==> config.mk <==
export PLATFORM = sky130hd
export DESIGN_NAME = exec_addx_seq
export DESIGN_NICKNAME = d
export VERILOG_FILES = /design/src/rtl/exec_addx_seq_pkg.sv /design/src/rtl/exec_addx_seq_exec_addx.sv /design/src/rtl/exec_addx_seq.sv
export SDC_FILE = /design/constraint.sdc
export NUM_CORES = 1
export LEC_CHECK = 0
export ABC_CLOCK_PERIOD_IN_PS = 4850
export CAP_MARGIN = 10
export CORE_AREA = 2 2 99 101
export DETAILED_ROUTE_END_ITERATION = 7
export DIE_AREA = 0 0 101 103
export GPL_TIMING_DRIVEN = 0
export PLACE_DENSITY_LB_ADDON = 0.3
export SETUP_SLACK_MARGIN = 0.15
export SYNTH_ARGS = -nofsm -noshare
export SYNTH_HDL_FRONTEND = slang
export SYNTH_SLANG_ARGS = --single-unit
==> constraint.sdc <==
create_clock -name clk -period 4.85 [get_ports clk]
set_input_delay 0.97 -clock clk [delete_from_list [all_inputs] [get_ports clk]]
set_output_delay 0.97 -clock clk [all_outputs]
set_load 0.02 [all_outputs]
==> src/rtl/exec_addx_seq_pkg.sv <==
// ----------------------------------------------------------------------------
// exec_addx_seq_pkg
// Shared widths, flag bit positions, adder mode encodings and sequencer state
// encodings for the multi-precision add/subtract sequencer and its word adder.
// Helper functions:
//   pack_flags    - assemble {V, S, Z, C} into a flags word by bit index
//   clamp_nwords  - a word count of zero is treated as one word
// ----------------------------------------------------------------------------
package exec_addx_seq_pkg;

    localparam int W_OPR   = 32;
    localparam int W_FLAGS = 4;
    localparam int W_CNT   = 4;

    // Flag bit positions inside a W_FLAGS flags word, ordered {V, S, Z, C}
    localparam int FLAG_C = 0;
    localparam int FLAG_Z = 1;
    localparam int FLAG_S = 2;
    localparam int FLAG_V = 3;

    // Word-adder mode select: bit 1 = use incoming carry, bit 0 = subtract
    localparam logic [1:0] SEL_ADD = 2'b00;
    localparam logic [1:0] SEL_SUB = 2'b01;
    localparam logic [1:0] SEL_ADC = 2'b10;
    localparam logic [1:0] SEL_SBB = 2'b11;

    localparam logic [W_CNT-1:0] CNT_ONE = {{(W_CNT-1){1'b0}}, 1'b1};

    typedef enum logic [1:0] {
        ST_IDLE  = 2'b00,
        ST_RUN   = 2'b01,
        ST_DRAIN = 2'b10
    } state_t;

    function automatic logic [W_FLAGS-1:0] pack_flags(
        input logic v,
        input logic s,
        input logic z,
        input logic c
    );
        logic [W_FLAGS-1:0] f;
        f         = {W_FLAGS{1'b0}};
        f[FLAG_V] = v;
        f[FLAG_S] = s;
        f[FLAG_Z] = z;
        f[FLAG_C] = c;
        return f;
    endfunction

    function automatic logic [W_CNT-1:0] clamp_nwords(input logic [W_CNT-1:0] n);
        logic [W_CNT-1:0] r;
        if (n == {W_CNT{1'b0}}) begin
            r = CNT_ONE;
        end else begin
            r = n;
        end
        return r;
    endfunction

endpackage

==> src/rtl/exec_addx_seq_exec_addx.sv <==
// ----------------------------------------------------------------------------
// exec_addx
// Single-word combinational adder/subtractor with optional carry chaining.
// Subtraction is A + ~B + carry-in; the carry-out is the raw adder carry, so
// for subtraction C = 1 means "no borrow".
// In chained modes (i_select[1] = 1) the carry input flag is interpreted as
// a carry for add and as a borrow for subtract, which is why the effective
// carry-in is i_flags[C] ^ i_select[0].
// Ports:
//   i_opr0   [W_OPR]    A word
//   i_opr1   [W_OPR]    B word
//   i_select [2]        {chain, sub}
//   i_flags  [W_FLAGS]  incoming flags; only the C bit is consumed
//   o_res    [W_OPR]    result word
//   o_flags  [W_FLAGS]  {V, S, Z, C} for this word
// ----------------------------------------------------------------------------
module exec_addx
    import exec_addx_seq_pkg::*;
(
    input  logic [W_OPR-1:0]   i_opr0,
    input  logic [W_OPR-1:0]   i_opr1,
    input  logic [1:0]         i_select,
    input  logic [W_FLAGS-1:0] i_flags,
    output logic [W_OPR-1:0]   o_res,
    output logic [W_FLAGS-1:0] o_flags
);

    logic [W_OPR-1:0] w_b_eff;
    logic             w_cin;
    logic [W_OPR:0]   w_sum;
    logic             w_v;
    logic             w_unused_flags;

    // Only the carry bit of the incoming flags takes part in the sum
    assign w_unused_flags = ^i_flags[W_FLAGS-1:1];

    // Word sum with carry taken from bit W_OPR, plus per-word flags
    always_comb begin
        w_b_eff = {W_OPR{1'b0}};
        w_cin   = 1'b0;
        w_sum   = {(W_OPR+1){1'b0}};
        w_v     = 1'b0;
        if (i_select[0]) begin
            w_b_eff = ~i_opr1;
        end else begin
            w_b_eff = i_opr1;
        end
        if (i_select[1]) begin
            w_cin = i_flags[FLAG_C] ^ i_select[0];
        end else begin
            w_cin = i_select[0];
        end
        w_sum = {1'b0, i_opr0} + {1'b0, w_b_eff} + {{W_OPR{1'b0}}, w_cin};
        // Signed overflow: operands of equal sign produce a result of the other sign
        w_v   = (i_opr0[W_OPR-1] == w_b_eff[W_OPR-1]) &&
                (w_sum[W_OPR-1] != i_opr0[W_OPR-1]);
    end

    assign o_res   = w_sum[W_OPR-1:0];
    assign o_flags = pack_flags(w_v, w_sum[W_OPR-1],
                                (w_sum[W_OPR-1:0] == {W_OPR{1'b0}}),
                                w_sum[W_OPR]);

endmodule

==> src/rtl/exec_addx_seq.sv <==
// ----------------------------------------------------------------------------
// exec_addx_seq
// Multi-precision add/subtract sequencer. Accepts one request (add/sub, N
// words), consumes N operand pairs least-significant first, chains carry or
// borrow between words through exec_addx, streams out N result words through
// a one-entry output register and posts {V, S, Z, C} for the whole result.
// Ports:
//   clk, rst       clock, synchronous active-high reset
//   req_valid_i    request offered          req_ready_o  high only in IDLE
//   req_sub_i      0 = A+B, 1 = A-B         req_nwords_i word count (0 -> 1)
//   opr_valid_i    operand pair offered     opr_ready_o  operand pair accepted
//   opr0_i, opr1_i A and B words
//   res_valid_o    result word valid        res_ready_i  consumer accepts word
//   res_o          result word              res_last_o   most-significant word
//   done_o         one-cycle pulse after the last word is accepted
//   flags_o        final {V, S, Z, C}, held until the next operation ends
// ----------------------------------------------------------------------------
module exec_addx_seq
    import exec_addx_seq_pkg::*;
(
    input  logic               clk,
    input  logic               rst,
    input  logic               req_valid_i,
    output logic               req_ready_o,
    input  logic               req_sub_i,
    input  logic [W_CNT-1:0]   req_nwords_i,
    input  logic               opr_valid_i,
    output logic               opr_ready_o,
    input  logic [W_OPR-1:0]   opr0_i,
    input  logic [W_OPR-1:0]   opr1_i,
    output logic               res_valid_o,
    input  logic               res_ready_i,
    output logic [W_OPR-1:0]   res_o,
    output logic               res_last_o,
    output logic               done_o,
    output logic [W_FLAGS-1:0] flags_o
);

    state_t             r_state;
    state_t             w_state_nxt;

    logic               r_sub;
    logic [W_CNT-1:0]   r_remaining;
    logic               r_carry;
    logic               r_zacc;
    logic               r_res_valid;
    logic [W_OPR-1:0]   r_res;
    logic               r_res_last;
    logic               r_done;
    logic [W_FLAGS-1:0] r_flags;
    logic [W_FLAGS-1:0] r_flags_pend;

    logic               w_req_ready;
    logic               w_opr_ready;
    logic               w_opr_hs;
    logic               w_res_hs;
    logic               w_last_word;

    logic [1:0]         w_add_sel;
    logic [W_FLAGS-1:0] w_add_flags_in;
    logic [W_OPR-1:0]   w_add_res;
    logic [W_FLAGS-1:0] w_add_flags;

    // Carry register holds a raw carry; the adder wants a borrow for subtract
    assign w_add_sel      = {1'b1, r_sub};
    assign w_add_flags_in = {{(W_FLAGS-1){1'b0}}, r_carry ^ r_sub};

    exec_addx u_exec_addx (
        .i_opr0   (opr0_i),
        .i_opr1   (opr1_i),
        .i_select (w_add_sel),
        .i_flags  (w_add_flags_in),
        .o_res    (w_add_res),
        .o_flags  (w_add_flags)
    );

    assign w_opr_hs    = opr_valid_i & w_opr_ready;
    assign w_res_hs    = r_res_valid & res_ready_i;
    assign w_last_word = (r_remaining == CNT_ONE);

    // State register
    always_ff @(posedge clk) begin
        if (rst) begin
            r_state <= ST_IDLE;
        end else begin
            r_state <= w_state_nxt;
        end
    end

    // Next-state and handshake-ready decode
    always_comb begin
        w_state_nxt = r_state;
        w_req_ready = 1'b0;
        w_opr_ready = 1'b0;
        case (r_state)
            ST_IDLE: begin
                w_req_ready = 1'b1;
                if (req_valid_i) begin
                    w_state_nxt = ST_RUN;
                end else begin
                    w_state_nxt = ST_IDLE;
                end
            end
            ST_RUN: begin
                // One-entry output register: accept when empty or being drained now
                w_opr_ready = ~r_res_valid | res_ready_i;
                if (w_opr_ready && opr_valid_i && w_last_word) begin
                    w_state_nxt = ST_DRAIN;
                end else begin
                    w_state_nxt = ST_RUN;
                end
            end
            ST_DRAIN: begin
                if (w_res_hs && r_res_last) begin
                    w_state_nxt = ST_IDLE;
                end else begin
                    w_state_nxt = ST_DRAIN;
                end
            end
            default: begin
                w_state_nxt = ST_IDLE;
            end
        endcase
    end

    // Operation context, carry/zero chain, output register and final flags
    always_ff @(posedge clk) begin
        if (rst) begin
            r_sub        <= 1'b0;
            r_remaining  <= {W_CNT{1'b0}};
            r_carry      <= 1'b0;
            r_zacc       <= 1'b0;
            r_res_valid  <= 1'b0;
            r_res        <= {W_OPR{1'b0}};
            r_res_last   <= 1'b0;
            r_done       <= 1'b0;
            r_flags      <= {W_FLAGS{1'b0}};
            r_flags_pend <= {W_FLAGS{1'b0}};
        end else begin
            r_done <= 1'b0;
            case (r_state)
                ST_IDLE: begin
                    if (req_valid_i) begin
                        r_sub       <= req_sub_i;
                        r_remaining <= clamp_nwords(req_nwords_i);
                        // First subtract word needs +1 to complete the two's complement of B
                        r_carry     <= req_sub_i;
                        r_zacc      <= 1'b1;
                    end else begin
                        r_remaining <= r_remaining;
                    end
                end
                ST_RUN: begin
                    if (w_opr_hs) begin
                        r_res       <= w_add_res;
                        r_res_valid <= 1'b1;
                        r_res_last  <= w_last_word;
                        r_carry     <= w_add_flags[FLAG_C];
                        r_zacc      <= r_zacc & w_add_flags[FLAG_Z];
                        r_remaining <= r_remaining - CNT_ONE;
                        if (w_last_word) begin
                            // V and S come from the top word only; Z covers every word
                            r_flags_pend <= pack_flags(w_add_flags[FLAG_V],
                                                       w_add_flags[FLAG_S],
                                                       r_zacc & w_add_flags[FLAG_Z],
                                                       w_add_flags[FLAG_C]);
                        end else begin
                            r_flags_pend <= r_flags_pend;
                        end
                    end else if (w_res_hs) begin
                        r_res_valid <= 1'b0;
                    end else begin
                        r_res_valid <= r_res_valid;
                    end
                end
                ST_DRAIN: begin
                    if (w_res_hs) begin
                        r_res_valid <= 1'b0;
                        if (r_res_last) begin
                            r_flags <= r_flags_pend;
                            r_done  <= 1'b1;
                        end else begin
                            r_flags <= r_flags;
                        end
                    end else begin
                        r_res_valid <= r_res_valid;
                    end
                end
                default: begin
                    r_res_valid <= 1'b0;
                end
            endcase
        end
    end

    assign req_ready_o = w_req_ready;
    assign opr_ready_o = w_opr_ready;
    assign res_valid_o = r_res_valid;
    assign res_o       = r_res;
    assign res_last_o  = r_res_last;
    assign done_o      = r_done;
    assign flags_o     = r_flags;

endmodule

==> results of run 1 <==
## routing by layer
layer	share of wire	vias to the layer above
met5	0	-
met4	0.024	0
met3	0.053	28
met2	0.50	164
met1	0.43	2369
li1	-	2478
## how the worst max path moves through the flow
| stage | end | slack (ps) |
|---|---|---|
| floorplan | r_zacc | 970 |
| global placement | r_zacc | -110 |
| detailed placement | r_flags_pend[1] | -200 |
| CTS | r_zacc | 230 |
| global route | r_flags_pend[1] | 150 |
| finish | r_zacc | 330 |
## timing repair
item,CTS,global route
endpoints found under the hold margin,0,0
endpoints found under the setup margin,2,2
gates resized for setup,6,4
pin swaps,0,1
buffers inserted,0,0
## stage by stage
stage | area (um2) | util
after floorplan | 4679 | -
after global placement | 5953 | 0.6294
after global routing | 6081 | 0.6429
after detailed placement | 5953 | 0.6294
after CTS | 6063 | 0.6410
final | 6081 | 0.6429
## critical path, cell delays in order
cell and delay (ps):
clkdlybuf4s50_1 490, xor2_1 200, fa_1 250, inv_1 70, fa_1 430, nor2b_4 180
o21ai_2 100, a2111oi_4 440, or3_1 230, xor2_1 100, or4b_1 600, nor4_4 290
nand4_1 230, o22ai_1 180
## registers in the layout (all words and copies together) (netlist names), 2 cells and up
register / cells
flags_o: 4
r_flags_pend: 4
r_remaining: 4
r_state: 2
res_o: 32
## placed cells by master (no fill, tap or decap), types with 4 or more instances in the layout
master | netlist | layout
a211o_1 | 6 | 6
a211oi_1 | 16 | 16
a21o_1 | 9 | 9
a21oi_1 | 52 | 52
and2_1 | 11 | 11
and3_1 | 7 | 7
buf_6 | 5 | 5
clkbuf_1 | 18 | 18
clkbuf_8 | 1 | 6
clkdlybuf4s50_1 | 0 | 113
dfxtp_1 | 52 | 52
ha_1 | 37 | 37
inv_1 | 19 | 19
mux2i_1 | 4 | 4
nand2_1 | 60 | 60
nand2b_1 | 5 | 5
nand3_1 | 17 | 17
nand4_1 | 13 | 13
nor2_1 | 73 | 73
nor2b_1 | 5 | 4
nor3_1 | 15 | 15
o2111ai_1 | 5 | 5
o211a_1 | 4 | 4
o211ai_1 | 11 | 11
o21a_1 | 11 | 11
o21ai_0 | 18 | 18
o21ai_1 | 7 | 7
o22ai_1 | 6 | 6
o31ai_1 | 6 | 6
or3_1 | 8 | 8
xnor2_1 | 15 | 15
xor2_1 | 37 | 37
## power by group through the flow
stage	logic, W	registers, W	clock network [W]
global route	0.000957	0.000479	0.000278
floorplan	0.000570	0.000505	0
global placement	0.000843	0.000485	0
finish	0.000877	0.000476	0.000262
detailed placement	0.000854	0.000486	0
CTS	0.000861	0.000476	0.000263
## final cells by class
class                   count  area [um2]  share of cell area
plain buffers              31       176.4             0.02901
clock buffers               5       68.82             0.01132
clock inverters             3       25.02            0.004115
inverters                  19       71.32             0.01173
multi-input cells         514        3425              0.5632
flip-flops and latches     52        1041              0.1712
well taps                 114       142.6             0.02346
repair buffers            113        1131              0.1860
## kinds of logic (layout without fill, tap and decap cells)
| family | after synthesis | after routing | synth area share |
|---|---|---|---|
| adders and majority gates | 39 | 39 | 0.1075 |
| AOI/OAI and AO/OA | 187 | 187 | 0.2717 |
| DFF | 52 | 52 | 0.2225 |
| buffers and inverters | 50 | 171 | 0.05187 |
| muxes | 4 | 4 | 0.008556 |
| xor gates and xnor gates | 52 | 52 | 0.09733 |
| and+or+nand+nor | 232 | 232 | 0.2406 |
==> parameters.txt, run 1 <==
Parameter                              Value

Place
  Final weighted congestion in routability-driven placement ... 0.9466
  DP HPWL ... 11.77 mm
  Count of placed standard cells including taps ... 843
  Worst setup slack after placement ... -202.6 ps
  Count of buffers from port buffering ... 113

Status
  Run status ... complete, no violations

Detailed routing
  Number of detailed-route iterations in the first pass ... 7
  WL final ... 14.20 mm
  Detailed Route Iter0 Violations ... 265
  Post-route DRC violation count ... 0
  Detail-routed via count per cell ... 5.921
  Vias post-DR ... 5039
  Post-route ant nets ... 0
  Final routed wire length divided by cell count ... 16.69 um

Pwr
  P per Cell Area ... 265.5 nW/um2
  Final total power ... 0.001615 W
  Worst-case vdd ir drop ... 132.9 uV
  Switching power summed over all nets ... 0.0006831 W
  Sequential cell fraction of total power ... 0.295
  Net Sw Frac ... 0.4230
  Logic pwr share ... 0.543
  Leakage power ... 2.489 nW
  Cell-internal power ... 0.0009316 W
  Share of total power in the clock network ... 0.162

Worst setup path
  Critical setup path kind ... in2reg
  Setup slack of the most critical reg-to-reg path ... 410 ps
  Critical path origin ... opr1_i[0]
  Data arrival time at the worst-slack endpoint ... 4760 ps
  Maximum net fanout on the critical path ... 3
  Kind of end point of the critical path ... flip-flop
  Source of the worst register-to-register timing path ... r_sub
  Worst reg2reg path depth ... 15
  Nature of the critical path startpoint ... input pin
  Endpoint required time on the critical path ... 5090 ps
  Capture point of the worst reg-to-reg path ... r_zacc

Synth
  Sequential element share of the synthesized area ... 0.2225
  Most instantiated library cell after synthesis ... nor2_1
  Cells after Synth ... 616
  Commonest cells post-synth ... nor2_1 (73), nand2_1 (60), a21oi_1 (52), dfxtp_1 (52)
  Main area contributors after synthesis ... dfxtp_1 (22%), ha_1 (9.9%), xor2_1 (6.9%)
  Mapped Area ... 4679 um2
  Biggest area consumer among synthesized cells ... dfxtp_1
  Synth Warn # ... 0
  Yosys reg bits ... 52
  Count of flip-flops with a built-in enable after synthesis ... 0
  Synthesized area divided by synthesized cell count ... 7.597 um2
  Syn nets ... 729
  Asr flop ratio synth ... 0
  Dominant synthesized flop cell ... dfxtp_1
  Number of different library cells in the post-synthesis netlist ... 71
  Synth top area share ... 0.2225

Final layout
  Area Overhead vs Synth ... 29.95%
  Filler cells ... 871
  Count of inserted antenna diode cells ... 0
  Final net count ... 849
  Fraction of final layout cells sized beyond drive strength 1 ... 0.04749
  Number of standard cells in the layout, taps in and fillers out ... 851

Hold path
  Worst Min Path Start ... res_o[30]
  Count of cells along the worst hold path ... 2
  End of the worst hold path ... res_o[30]
  Min-delay worst type ... reg2reg

Floorplan
  Boundary pin count ... 115
  Standard cell core area ... 9459 um2
  Height of the die ... 103 um
  Die Wd ... 101 um
  # rows ... 36
  Effective utilization at floorplan ... 0.4947
  Floorplan die area ... 10400 um2

Timing
  Maximum clock frequency ... 221.2 MHz
  Final setup violation count ... 0
  Unrepaired setup endpoints after global routing ... false
  Worst Setup Slack, final ... 328.6 ps
  Worst slew margin relative to its limit ... 0.5144
  Share of the clock period used by the worst path ... 0.9322
  Final slew viol count ... 0
  Hold Violations, Final ... 0
  Worst Max-Slew Pin Slew ... 728.4 ps
  Total Negative Setup Slacks ... 0 ps
  Max Clock Skew ... 12.25 ps
  Final critical delay including setup and external delays ... 4521 ps
  Worst hold slack ... 460.2 ps

Clock tree
  Cts-stage hold buffer count ... 0
  Clk slew on worst S/H paths ... 100 ps
  Clock latency at the later pin of the worst-skew pair ... 310 ps
  H-tree levels ... 2
  Buffers from clock root to sink, at most ... 2
  TritonCTS clock tree ... built
  Number of buffers added by the clock tree synthesis step ... 5
  Cell at the root of the clock tree ... clkbuf_8
  Clk sinks ... 52

Global route
  Most used routing layer in global routing ... met2
  Vias in the first global route ... 4682
  Global routing usage on met2 ... 0.4923
  GR met1 Demand/Resource ... 0.3351
  Gr ovfl total ... 0
  Wire length of the first global-routing pass ... 22.25 mm
  Global Route met3 Usage ... 0.02102
  Global-route usage over all layers ... 0.2679
  Antenna violations before repair ... 0
  Pin count of the biggest net entering global routing ... 19

Flow run
  Max_cap viols ... 0
No activity file was read; power rests on OpenSTA's default activity.
==> inputs of run 2 (changes only) <==
Settings changed: CORE_AREA 2 2 99 101 to 2 2 100 102, DIE_AREA 0 0 101 103 to 0 0 102 104, PLACE_DENSITY set to 0.76, PLACE_DENSITY_LB_ADDON 0.3 to not set.
==> run 2 against run 1 <==
Clock-buffer cell count unchanged. Cell area increased by 0.43%. Combinational power increased by 1%. Clock skew about the same. Via count increased by 0.71%. Register-to-register slack about the same. Largest cell class unchanged. Final cell count increased by 2.2%.
==> parameters.txt, run 2 (synthesis gave the netlist of run 1 again) <==
Parameter                              Value

Status
  Run status ... complete, no violations

Detailed routing
  Detailed Route Iter0 Violations ... 236 (-11%)
  Detail-routed via count per cell ... 5.833 (-1.5%)
  Final routed wire length divided by cell count ... 17.12 um (+2.6%)
  Post-route DRC violation count ... 0 (unchanged)
  Vias post-DR ... 5075 (+0.71%)
  WL final ... 14.90 mm (+4.9%)
  Post-route ant nets ... 0 (unchanged)
  Number of detailed-route iterations in the first pass ... 4 (-3)

Clock tree
  H-tree levels ... 2 (unchanged)
  Buffers from clock root to sink, at most ... 2 (unchanged)
  Clk slew on worst S/H paths ... 110 ps (about the same)
  Clk sinks ... 52 (unchanged)
  Cell at the root of the clock tree ... clkbuf_8
  TritonCTS clock tree ... built
  Number of buffers added by the clock tree synthesis step ... 5 (unchanged)
  Clock latency at the later pin of the worst-skew pair ... 320 ps (about the same)
  Postcts setup bufs ... 0 (unchanged)

Worst setup path
  Maximum net fanout on the critical path ... 3 (unchanged)
  Worst reg2reg path depth ... 14 (-1)
  Kind of end point of the critical path ... flip-flop
  Data arrival time at the worst-slack endpoint ... 4730 ps (-30 ps)
  Endpoint required time on the critical path ... 5100 ps (about the same)
  Nature of the critical path startpoint ... input pin
  Critical setup path kind ... in2reg

Global route
  Gr ovfl total ... 0 (unchanged)
  Global-route usage over all layers ... 0.2766 (+0.008676)
  Wire length of the first global-routing pass ... 23.73 mm (+6.7%)
  Antenna violations before repair ... 0 (unchanged)
  Pin count of the biggest net entering global routing ... 19 (unchanged)
  Vias in the first global route ... 4893 (+4.5%)

Floorplan
  Boundary pin count ... 115 (unchanged)
  Standard cell core area ... 9549 um2 (+0.95%)
  # rows ... 36 (unchanged)
  Die Wd ... 102 um (+0.99%)
  Height of the die ... 104 um (+0.97%)
  Effective utilization at floorplan ... 0.4900 (-0.004667)
  Floorplan die area ... 10610 um2 (+2.0%)

Place
  Worst setup slack after placement ... -239.3 ps (-36.66 ps)
  DP HPWL ... 12.20 mm (+3.7%)
  Final weighted congestion in routability-driven placement ... 0.9150 (-3.3%)
  Count of buffers from port buffering ... 113 (unchanged)

Timing
  Final setup violation count ... 0 (unchanged)
  Max Clock Skew ... 12.64 ps (+0.3935 ps)
  Hold Violations, Final ... 0 (unchanged)
  Total Negative Setup Slacks ... 0 ps (unchanged)
  Worst Max-Slew Pin Slew ... 820.0 ps (+91.62 ps)
  Maximum clock frequency ... 223.4 MHz (+1.0%)
  Unrepaired setup endpoints after global routing ... false
  Share of the clock period used by the worst path ... 0.9228 (-0.009424)
  Worst slew margin relative to its limit ... 0.4533 (-0.06108)
  Final slew viol count ... 0 (unchanged)
  Worst Setup Slack, final ... 374.3 ps (+45.71 ps)
  Final critical delay including setup and external delays ... 4476 ps (-45.71 ps)

Final layout
  Count of inserted antenna diode cells ... 0 (unchanged)
  Fraction of final layout cells sized beyond drive strength 1 ... 0.04749 (unchanged)
  Most frequent cells in the layout ... clkdlybuf4s50_1 (113), nor2_1 (73), nand2_1 (60), a21oi_1 (52), dfxtp_1 (52)
  Flip-flop count of the largest register, all copies and words added ... 32 (unchanged)
  Final net count ... 849 (unchanged)
  Area Overhead vs Synth ... 30.51%
  Most common cell after layout, fill and taps aside ... clkdlybuf4s50_1

Pwr
  Leakage power ... 2.490 nW (about the same)
  P per Cell Area ... 266.8 nW/um2 (+0.50%)
  Final total power ... 0.001630 W (+0.93%)
  Worst-case vdd ir drop ... 137.4 uV (+3.4%)

Hold path
  Min-delay worst type ... reg2reg
  Count of cells along the worst hold path ... 2 (unchanged)

Flow run
  Max_cap viols ... 0 (unchanged)
[run 2: power by group]
part / leakage (nW) / total, W / switching, W / internal [W]
clock network: 0.0463 / 0.000265 / 0.000159 / 0.000106
logic: 2.02 / 0.000889 / 0.000518 / 0.000370
registers: 0.423 / 0.000476 / 0.0000197 / 0.000456
[run 2: layer usage]
metal | GRT usage | wire length (um) | share of wire
met1 | 0.3670 | 6526 | 0.44
met5 | 0 | 0 | 0
met3 | 0.04099 | 1012 | 0.068
met4 | 0.05238 | 238 | 0.016
met2 | 0.4746 | 7120 | 0.48
[run 2: critical path: stages]
cell and delay, ps:
clkdlybuf4s50_1 480, xor2_1 210, fa_1 260, inv_1 70
fa_1 450, nor2b_4 170, o21ai_2 110, a2111oi_4 420
or3_1 220, xor2_1 120, or4b_1 620, nor4_4 250
nand4_1 210, o22ai_1 180
[run 2: worst paths after layout]
| path | start | slack [ps] | end |
|---|---|---|---|
| max | opr1_i[0] | 370 | r_zacc |
| min | r_carry | 460 | r_carry |
| max reg2reg | r_sub | 420 | r_zacc |
| min reg2reg | r_carry | 460 | r_carry |
[run 2: per-stage QoR]
| step | util | instance area, um2 | std cells | hold slack, ps |
|---|---|---|---|---|
| floorplan | - | 4679 | 616 | 431.2 |
| global placement | 0.6259 | 5977 | 862 | 447.4 |
| detailed placement | 0.6259 | 5977 | 862 | 451.6 |
| CTS | 0.6364 | 6077 | 870 | 465.5 |
| global route | 0.6395 | 6107 | 870 | 497.1 |
| finish | 0.6395 | 6107 | 870 | 464.4 |
[run 2: layout make-up]
type,count,area [um2]
fillers,895,3442
plain buffers,31,176.4
flip-flops and latches,52,1041
multi-input cells,514,3425
inverters,19,71.32
repair buffers,113,1131
clock inverters,3,27.53
well taps,133,166.4
clock buffers,5,68.82
[run 2: repair_timing]
action	CTS	global route
pin swaps	0	1
setup endpoints to repair	2	3
gates resized for setup	5	6
hold buffers	0	0
